[config.mk]
export PLATFORM = sky130hd
export DESIGN_NAME = ws2812_bit_driver
export DESIGN_NICKNAME = d
export VERILOG_FILES = /design/src/rtl/ws2812_pkg.sv /design/src/rtl/ws2812_bit_driver.sv
export SDC_FILE = /design/constraint.sdc
export NUM_CORES = 1
export LEC_CHECK = 0
export ABC_CLOCK_PERIOD_IN_PS = 2800
export CORE_UTILIZATION = 57
export DETAILED_ROUTE_END_ITERATION = 8
export PLACE_DENSITY_LB_ADDON = 0.1
export SLEW_MARGIN = 20
export SYNTH_ARGS = -nofsm -noshare
export SYNTH_HDL_FRONTEND = slang
export SYNTH_SLANG_ARGS = --single-unit
[constraint.sdc]
create_clock -name clk_in -period 2.8 [get_ports clk_in]
set_clock_uncertainty 0.05 [all_clocks]
set_input_delay 0.28 -clock clk_in [delete_from_list [all_inputs] [get_ports clk_in]]
set_output_delay 0.28 -clock clk_in [all_outputs]
set_load 0.01 [all_outputs]
[src/rtl/ws2812_pkg.sv]
// Shared WS2812 definitions: driver state encoding, default 50 MHz timing and a sizing helper.
package ws2812_pkg;

  typedef enum logic [1:0] {
    S_IDLE = 2'd0,
    S_HIGH = 2'd1,
    S_LOW  = 2'd2,
    S_RES  = 2'd3
  } driver_state_e;

  localparam int unsigned T0H_CYC_DEF = 20;
  localparam int unsigned T0L_CYC_DEF = 40;
  localparam int unsigned T1H_CYC_DEF = 40;
  localparam int unsigned T1L_CYC_DEF = 20;
  localparam int unsigned RES_CYC_DEF = 15000;

  // Largest of the five timing counts; sizes the shared down-counter.
  function automatic int unsigned max_cyc(input int unsigned a, input int unsigned b,
                                          input int unsigned c, input int unsigned d,
                                          input int unsigned e);
    int unsigned m;
    m = a;
    if (b > m) m = b;
    if (c > m) m = c;
    if (d > m) m = d;
    if (e > m) m = e;
    return m;
  endfunction

endpackage

[src/rtl/ws2812_bit_driver.sv]
// WS2812 line driver: turns one handshaken code bit into a high/low pulse on dout,
// and drives the low latch period on request.
module ws2812_bit_driver
  import ws2812_pkg::*;
#(
  parameter int unsigned T0H_CYC = T0H_CYC_DEF,
  parameter int unsigned T0L_CYC = T0L_CYC_DEF,
  parameter int unsigned T1H_CYC = T1H_CYC_DEF,
  parameter int unsigned T1L_CYC = T1L_CYC_DEF,
  parameter int unsigned RES_CYC = RES_CYC_DEF
) (
  input  logic clk_in,
  input  logic rst_n_in,
  input  logic code_in,
  input  logic code_in_valid,
  input  logic latch_in,
  output logic ready_out,
  output logic dout,
  output logic res_done_out
);

  // Normally RES_CYC dominates; the max guards against unusual overrides.
  localparam int unsigned CNT_W = $clog2(max_cyc(T0H_CYC, T0L_CYC, T1H_CYC, T1L_CYC, RES_CYC) + 1);

  localparam logic [CNT_W-1:0] T0H_LD = CNT_W'(T0H_CYC - 1);
  localparam logic [CNT_W-1:0] T0L_LD = CNT_W'(T0L_CYC - 1);
  localparam logic [CNT_W-1:0] T1H_LD = CNT_W'(T1H_CYC - 1);
  localparam logic [CNT_W-1:0] T1L_LD = CNT_W'(T1L_CYC - 1);
  localparam logic [CNT_W-1:0] RES_LD = CNT_W'(RES_CYC - 1);

  if (T0H_CYC < 1 || T0L_CYC < 1 || T1H_CYC < 1 || T1L_CYC < 1 || RES_CYC < 1) begin : g_bad_timing
    $error("ws2812_bit_driver: all timing parameters must be >= 1");
  end

  driver_state_e    state_q, state_d;
  logic [CNT_W-1:0] timer_q, timer_d;
  logic             bit_q, bit_d;
  logic             latch_pend_q, latch_pend_d;
  logic             dout_q, dout_d;
  logic             res_done_q, res_done_d;

  always_ff @(posedge clk_in or negedge rst_n_in) begin
    if (!rst_n_in) begin
      state_q      <= S_IDLE;
      timer_q      <= '0;
      bit_q        <= 1'b0;
      latch_pend_q <= 1'b0;
      dout_q       <= 1'b0;
      res_done_q   <= 1'b0;
    end else begin
      state_q      <= state_d;
      timer_q      <= timer_d;
      bit_q        <= bit_d;
      latch_pend_q <= latch_pend_d;
      dout_q       <= dout_d;
      res_done_q   <= res_done_d;
    end
  end

  always_comb begin
    state_d      = state_q;
    timer_d      = timer_q;
    bit_d        = bit_q;
    latch_pend_d = latch_pend_q;
    res_done_d   = 1'b0;
    dout_d       = 1'b0;

    case (state_q)
      S_IDLE: begin
        // A pending latch blocks new bits until the reset period has been driven.
        if (latch_pend_q) begin
          state_d      = S_RES;
          timer_d      = RES_LD;
          latch_pend_d = 1'b0;
        end else if (code_in_valid) begin
          state_d = S_HIGH;
          bit_d   = code_in;
          timer_d = code_in ? T1H_LD : T0H_LD;
        end
      end
      S_HIGH: begin
        if (timer_q == '0) begin
          state_d = S_LOW;
          timer_d = bit_q ? T1L_LD : T0L_LD;
        end else begin
          timer_d = timer_q - CNT_W'(1);
        end
      end
      S_LOW: begin
        if (timer_q == '0) state_d = S_IDLE;
        else               timer_d = timer_q - CNT_W'(1);
      end
      S_RES: begin
        if (timer_q == '0) begin
          state_d    = S_IDLE;
          res_done_d = 1'b1;
        end else begin
          timer_d = timer_q - CNT_W'(1);
        end
      end
      default: state_d = S_IDLE;
    endcase

    // A latch request seen in any cycle (including during S_RES) is remembered.
    if (latch_in) latch_pend_d = 1'b1;

    dout_d = (state_d == S_HIGH);
  end

  assign ready_out    = (state_q == S_IDLE) && !latch_pend_q;
  assign dout         = dout_q;
  assign res_done_out = res_done_q;

endmodule

# After elaboration in Yosys (flattened, before gate mapping)
# Index checks and enable logic that the tools add are counted.
# word_totals
reg_bits	20
inputBits	5
elab_cells	38
# classes
add_sub_neg	1
n_eq_ne	6
mux	16
n_bitwise	1
n_reduce_logical	8
# ops
cell	n
14-bit 2-to-1 mux	4
14-bit case mux with 3 select lines	1
14-bit zero test	1
14-bit by 1-bit subtractor with 14-bit output, second input constant	1
6-bit 2-to-1 mux	2
2-bit 2-to-1 mux	4
2-bit case mux with 3 select lines	1
2-bit by 1-bit equality test with 1-bit output, second input constant	2
2-bit equality test, second input constant	2
1-bit 2-to-1 mux	4
3-bit inequality test, second input constant	1
3-bit AND reduction	1
2-bit zero test	1
2-bit inequality test, second input constant	1
2-bit AND reduction	1
2-bit nonzero test	1
2-bit OR reduction	1
1-bit logical AND	1
1-bit zero test	1
1-bit NOT	1

# Longest topological paths before layout
# Gate-level depths: netlist (run 1).
# logic_depth
word_depth	4
mapped_depth	8

# Least setup slack after synthesis (run 1)
# Ideal clock, no wire load.
# synth_timing
path_kind	reg-to-reg
start	register timer_q[0]
end	register timer_q[3]
setup_ps	77
arrival_time_ps	1788
t_required_ps	2673
path_slack_ps	884
path_stages_with_launch	8
path_buffers	0
synth_period_minus_slack_ps	1916
path_cell_list	dfrtp_1 > inv_1 > ha_1 > nor4b_2 > and4_4 > a21o_1 > or4b_1 > a21oi_1
# synth_via
elab_chain_cells	3
word_cells_on_any_way	7
cone_classes	add/sub (1); eq/ne (1); mux (3); reduce/logical (2)
# synth_lines
element	line_no	source
from (decl)	ws2812_bit_driver.sv:36	logic [CNT_W-1:0] timer_q, timer_d;
from (signal assigned)	ws2812_bit_driver.sv:52	timer_q <= timer_d;
14-bit by 1-bit subtractor with 14-bit output or 14-bit zero test (tied branches)	--	
14-bit 2-to-1 mux, or another cell as far along	ws2812_bit_driver.sv:90, ws2812_bit_driver.sv:94	
14-bit case mux with 3 select lines or 2-bit AND reduction (tied branches)	--	
# Parallel ways exist; a longest one is shown, timed or not. The select of a mux whose other input is x is not followed.
# A chain may end at the register's enable or synchronous reset.

# Worst setup path after layout (run 1)
# layout_timing
start	register state_q[1]
end	output port ready_out
# layout_via
elab_chain_cells	2
# layout_lines
element	line_no	source
from (decl)	ws2812_bit_driver.sv:35	driver_state_e state_q, state_d;
from (signal assigned)	ws2812_bit_driver.sv:51	state_q <= state_d;
2-bit zero test	ws2812_bit_driver.sv:110	assign ready_out = (state_q == S_IDLE) && !latch_pend_q;
1-bit logical AND	ws2812_bit_driver.sv:110	
to (decl)	ws2812_bit_driver.sv:17	output logic ready_out,
# Every way passes these cells.

==> results of run 1 <==
## through the flow
stage	setup slack [ns]	total power [uW]	hold WS, ns
floorplan	0.884	911	-0.0656
global placement	0.710	1020	0.420
detailed placement	0.630	1040	0.428
CTS	0.436	1210	0.435
global route	0.322	1300	0.468
finish	0.430	1220	0.406
## power by group through the flow
stage	combinational [uW]	sequential [uW]	clock, uW
2_1_floorplan	395	516	0
3_3_place_gp	468	553	0
3_5_place_dp	484	559	0
4_1_cts	489	553	168
5_1_grt	543	570	182
6_report	493	556	169
## registers in the layout, indices dropped and copies added, names as in the netlist
signal,flops
latch_pend_q,1
bit_q,1
res_done_out,1
state_q,2
dout,1
timer_q,14
## area by class of cell
| cell class | count | share of cell area, % |
|---|---|---|
| sequential | 20 | 38.0 |
| inverter | 4 | 1.14 |
| timing repair buffer | 7 | 5.31 |
| tap | 27 | 2.56 |
| multi-input combinational | 98 | 50.3 |
| clock buffer | 4 | 2.75 |
## worst max-delay path, cell delays in order, from the launching register on
cell and delay [ns]:
dfrtp_1 0.56, or2_1 0.42, nor2_1 0.19, clkdlybuf4s50_1 0.57
## per-layer routing
metal | global-route usage [%] | vias to the layer above | part of all wire [%]
li1 | - | 490 | -
met1 | 34.0 | 490 | 46
met2 | 41.1 | 35 | 47
met3 | 2.26 | 11 | 3.6
met4 | 16.1 | 0 | 3.7
met5 | 0 | - | 0
## logic make-up (layout without fill, tap and decap cells)
family	count (synthesis)	after routing	share of synthesized area, %
AOI/OAI and AO/OA	40	40	25.1
xor gates and xnor gates	2	2	1.46
adders and majority gates	2	2	2.08
buffers and inverters	7	15	3.12
DFF	20	20	41.7
and+or+nand+nor	54	54	26.6
## final timing paths
path	endpoint	slack [ns]	start
setup / recovery	ready_out	0.43	state_q[1]
hold / removal	timer_q[9]	0.41	rst_n_in
setup reg to reg	timer_q[3]	0.59	timer_q[0]
hold reg to reg	timer_q[5]	0.45	timer_q[5]
max in group asynchronous	bit_q	1.77	rst_n_in
min in group clk_in	timer_q[5]	0.45	timer_q[5]
## layout by cell type (no fill, tap or decap), drive strengths merged, types with 3 or more instances in the layout
cell           synthesis  routed
a211o                  3       3
a21o                   5       5
a21oi                  5       5
clkbuf                 1       4
clkdlybuf4s50          0       7
dfrtp                 20      20
inv                    4       4
nand2                 14      14
nand3                  4       4
nor2                  10      10
nor3                   8       8
o21ai                 11      11
o311ai                 3       3
o31ai                  3       3
o41ai                  3       3
==> impl_metrics.py, run 1 <==
metrics = {
    "outcome": {
        "outcome": "finished, final reports clean",
    },
    "routing": {
        "routed_wirelength_mm": 2.67,
        "drtPass1Iterations": 4,
        "drcViolationCount": 0,
        "vias": 1026,
        "drtAntennaViolNets": 0,
        "viasPerCell": 6.41,
        "drt_iter0_drc": 28,
        "wl_per_cell_um": 16.7,
    },
    "global_route": {
        "grt_usage_pct": 25.9,
        "grt_max_degree": 21,
        "grt_pass1_vias": 915,
        "grt_first_pass_wirelength_mm": 4.02,
        "grt_antenna_before_repair": 0,
        "overflow": 0,
    },
    "floorplanning": {
        "dieArea_mm2": 0.00229,
        "die_h_um": 47.9,
        "num_rows": 16,
        "die_width_um": 47.9,
        "start_util_pct": 61.2,
        "ios": 8,
        "core-area_mm2": 0.00196,
    },
    "place": {
        "gp_congestion": 0.897,
        "dpl_cell_area_mm2": 0.00128,
        "place_inst": 156,
        "port-buffer-count": 7,
        "hpwl_mm": 1.96,
    },
    "timing": {
        "fmax_ghz": 0.422,
        "tns_ns": 0,
        "finalMaxSlewViolations": 0,
        "tightest_slew_ns": 0.863,
        "setup_viol_count_final": 0,
        "finalCriticalPeriod_ns": 2.37,
        "min_period_over_period_pct": 84.7,
        "rsz0062_at_grt": "no",
        "hold_violations": 0,
        "maxSlewHeadroom_pct": 42.3,
    },
    "power_and_ir_drop": {
        "p_int_uw": 711,
        "p_switching_uw": 506,
        "peakVddDrop_uv": 642,
        "p_sw_share_pct": 41.6,
        "p_per_area_mw_per_mm2": 923,
        "clockPowerShare_pct": 13.9,
        "pwr-share-comb_pct": 40.5,
        "seqPwrFrac_pct": 45.7,
        "power.leakage_uw": 0.000553,
    },
    "logic_synthesis": {
        "synth_area_leaders": "dfrtp_1, nand2_1, o21ai_0",
        "syn_area_mm2": 0.00120,
        "yosysMostFrequentCell": "dfrtp_1",
        "synth-edff-count": 0,
        "syn_area_per_cell_um2": 9.61,
        "synth_fp_nets": 132,
        "synth-main-ff-cell": "dfrtp_1",
        "synth_async_sr_flop_share_pct": 100,
        "ys_seq_area_share_pct": 41.7,
        "synth_commonest_cells": "dfrtp_1, nand2_1, nor2_1",
        "synth_top_area_share_pct": 41.7,
        "synth_top_cell_by_area": "dfrtp_1",
        "synth_warnings": 0,
        "postSynthCellCount": 125,
        "ys_types": 42,
        "ys_ff_latch": 20,
    },
    "clock_network": {
        "cts_hold_buffers": 0,
        "cts_tree": "built",
        "postCtsSetupBuffers": 0,
        "insertion_delay_ns": 0.30,
        "root_buffer": "clkbuf_4",
        "clockBufferDepth": 2,
        "cts_made_buffers": 3,
        "ctsHtreeMaxLevel": 1,
        "path_clk_slew_ns": 0.11,
        "cts.sinks": 20,
        "cts_resized": 0,
    },
    "layout": {
        "final_util_pct": 67.2,
        "final_area_mm2": 0.00132,
        "fin_nets": 141,
        "final_cells": 160,
        "fill_cells": 186,
        "ff_latch_area_um2": 500,
        "multi_input_area_um2": 663,
        "area_growth_pct": 9.79,
        "num_antenna_cells": 0,
        "final_layout_size_suffix_gt1_share_pct": 10.5,
    },
    "setup_path": {
        "crit_arrival_ns": 2.04,
        "start_kind": "flop",
        "crit_type": "reg -> out",
        "ff2ff_path_depth": 7,
        "critPathRequiredTime_ns": 2.47,
        "end_kind": "output pin",
        "crit_path_max_fanout": 14,
    },
    "hold_path": {
        "min_path_type": "in -> async",
    },
    "run": {
        "cap_violations": 0,
    },
}
Power figures use the tool's default switching activity.
==> run 2, diff against run 1 <==
--- a/config.mk
+++ b/config.mk
@@ -5,7 +5,7 @@
 export SDC_FILE = /design/constraint.sdc
 export NUM_CORES = 1
 export LEC_CHECK = 0
-export ABC_CLOCK_PERIOD_IN_PS = 2800
+export ABC_CLOCK_PERIOD_IN_PS = 2300
 export CORE_UTILIZATION = 57
 export DETAILED_ROUTE_END_ITERATION = 8
 export PLACE_DENSITY_LB_ADDON = 0.1
==> constraint.sdc (replaced) <==
create_clock -name clk_in -period 2.3 [get_ports clk_in]
set_clock_uncertainty 0.05 [all_clocks]
set_input_delay 0.23 -clock clk_in [delete_from_list [all_inputs] [get_ports clk_in]]
set_output_delay 0.23 -clock clk_in [all_outputs]
set_load 0.01 [all_outputs]
==> run 2 against run 1 <==
Against the previous run: worst hold slack worse by 0.040 ns; largest power group unchanged; non-clock buffer count up 1; global-route usage grew 0.78 points; worst setup slack lost 0.31 ns; largest cell class unchanged; highest routed layer unchanged; flip-flop and latch count did not move.
==> impl_metrics.py, run 2 (synthesis results as in run 1) <==
metrics = {
    "setup_path": {
        "crit_type": "reg -> reg",
        "end_kind": "flop",
        "crit_arrival_ns": 2.37,
        "ff2ff_setup_slack_ns": 0.12,
        "critPathRequiredTime_ns": 2.49,
        "start_kind": "flop",
        "crit_path_max_fanout": 11,
    },
    "outcome": {
        "outcome": "finished, final reports clean",
    },
    "timing": {
        "tightest_slew_ns": 0.886,
        "rsz0062_at_grt": "no",
        "min_period_over_period_pct": 94.7,
        "hold_violations": 0,
        "finalCriticalPeriod_ns": 2.18,
        "maxSlewHeadroom_pct": 40.8,
        "setup_viol_count_final": 0,
        "finalMaxSlewViolations": 0,
        "fmax_ghz": 0.459,
        "finalWorstSetupSlack_ns": 0.121,
        "tns_ns": 0,
    },
    "clock_network": {
        "postCtsSetupBuffers": 0,
        "insertion_delay_ns": 0.30,
        "cts_made_buffers": 3,
        "clockBufferDepth": 2,
        "cts_tree": "built",
        "path_clk_slew_ns": 0.11,
        "root_buffer": "clkbuf_4",
        "cts.sinks": 20,
        "cts_hold_buffers": 0,
        "cts_resized": 0,
        "ctsHtreeMaxLevel": 1,
    },
    "global_route": {
        "grt_max_degree": 21,
        "grt_pass1_vias": 925,
        "overflow": 0,
        "grt_usage_pct": 26.7,
        "grt_antenna_before_repair": 0,
        "grt_first_pass_wirelength_mm": 4.11,
    },
    "hold_path": {
        "min_path_type": "in -> async",
    },
    "place": {
        "hpwl_mm": 1.99,
        "gp_congestion": 0.944,
        "dpl_cell_area_mm2": 0.00129,
        "port-buffer-count": 7,
        "dp_slack_ns": 0.149,
    },
    "routing": {
        "vias": 1030,
        "drtPass1Iterations": 4,
        "drcViolationCount": 0,
        "drtAntennaViolNets": 0,
        "drt_iter0_drc": 34,
        "routed_wirelength_mm": 2.70,
        "viasPerCell": 6.40,
        "wl_per_cell_um": 16.8,
    },
    "layout": {
        "fin_nets": 142,
        "largest_register": "timer_q",
        "layout_commonest_cell": "dfrtp_1",
        "reg_top3": "timer_q: 14 flops, state_q: 2 flops",
        "final_layout_size_suffix_gt1_share_pct": 13.4,
        "num_antenna_cells": 0,
        "final_area_mm2": 0.00133,
        "area_growth_pct": 11.0,
        "fill_cells": 175,
        "final_cell_mix": "dfrtp_1, nand2_1, nor2_1",
        "largest_register_ffs": 14,
    },
    "power_and_ir_drop": {
        "clockPowerShare_pct": 13.5,
        "p_per_area_mw_per_mm2": 1120,
        "pwr-share-comb_pct": 42.3,
        "power.leakage_uw": 0.000559,
        "peakVddDrop_uv": 701,
        "p_int_uw": 878,
        "p_sw_share_pct": 41.4,
        "p_switching_uw": 621,
        "seqPwrFrac_pct": 44.2,
    },
    "floorplanning": {
        "die_h_um": 47.9,
        "dieArea_mm2": 0.00229,
        "die_width_um": 47.9,
        "num_rows": 16,
        "core-area_mm2": 0.00196,
        "ios": 8,
        "start_util_pct": 61.2,
    },
    "run": {
        "cap_violations": 0,
    },
}
-- run 2: changes by cell type in the layout (fill, tap and decap cells not counted) --
cell / before / now
a21o_2: 0 / 1
a21oi_2: 1 / 2
buf_4: 0 / 1
or2_1: 1 / 0
a21o_1: 5 / 4
a21oi_1: 4 / 3
or2_4: 0 / 1
-- run 2: per-layer routing --
metal	wire, um	track usage [%]
met4	27	10.0
met2	1350	44.6
met1	1240	33.8
met3	87	5.66
met5	0	0
-- run 2: path summary, 6_finish.rpt --
check	end	cells after the start	start
hold / removal	timer_q[10]	1	rst_n_in
setup reg to reg	timer_q[3]	7	timer_q[0]
min in group clk_in	latch_pend_q	2	latch_in
hold reg to reg	timer_q[5]	1	timer_q[5]
max in group asynchronous	timer_q[2]	1	rst_n_in
setup / recovery	timer_q[3]	7	timer_q[0]
-- run 2: power groups by stage --
stage               registers, uW  logic (uW)  clock network (uW)
global placement              654         593                   0
global route                  675         699                 223
detailed placement            663         621                   0
finish                        663         635                 202
CTS                           656         627                 205
floorplan                     628         481                   0
-- run 2: critical path, cell delays in order (launching register included) --
cell     delay (ns)
dfrtp_1        0.42
inv_1          0.08
ha_1           0.21
nor4b_2        0.17
and4_4         0.22
a21o_2         0.29
or4b_1         0.52
a21oi_1        0.15
-- run 2: cell type report --
type | count | area, um^2 | share of cell area [%]
Sequential cell | 20 | 500 | 37.5
Inverter | 4 | 15.0 | 1.13
Multi-Input combinational cell | 98 | 671 | 50.3
Timing Repair Buffer | 8 | 77.6 | 5.82
Tap cell | 27 | 33.8 | 2.53
Clock buffer | 4 | 36.3 | 2.72
-- run 2: through the flow --
stage / util, % / hold slack, ns / std cells / total power [uW]
floorplan: - / -0.116 / 125 / 1110
global placement: 65.8 / 0.419 / 157 / 1250
detailed placement: 65.8 / 0.430 / 157 / 1280
CTS: 67.6 / 0.384 / 161 / 1490
global route: 68.0 / 0.435 / 161 / 1600
finish: 68.0 / 0.366 / 161 / 1500
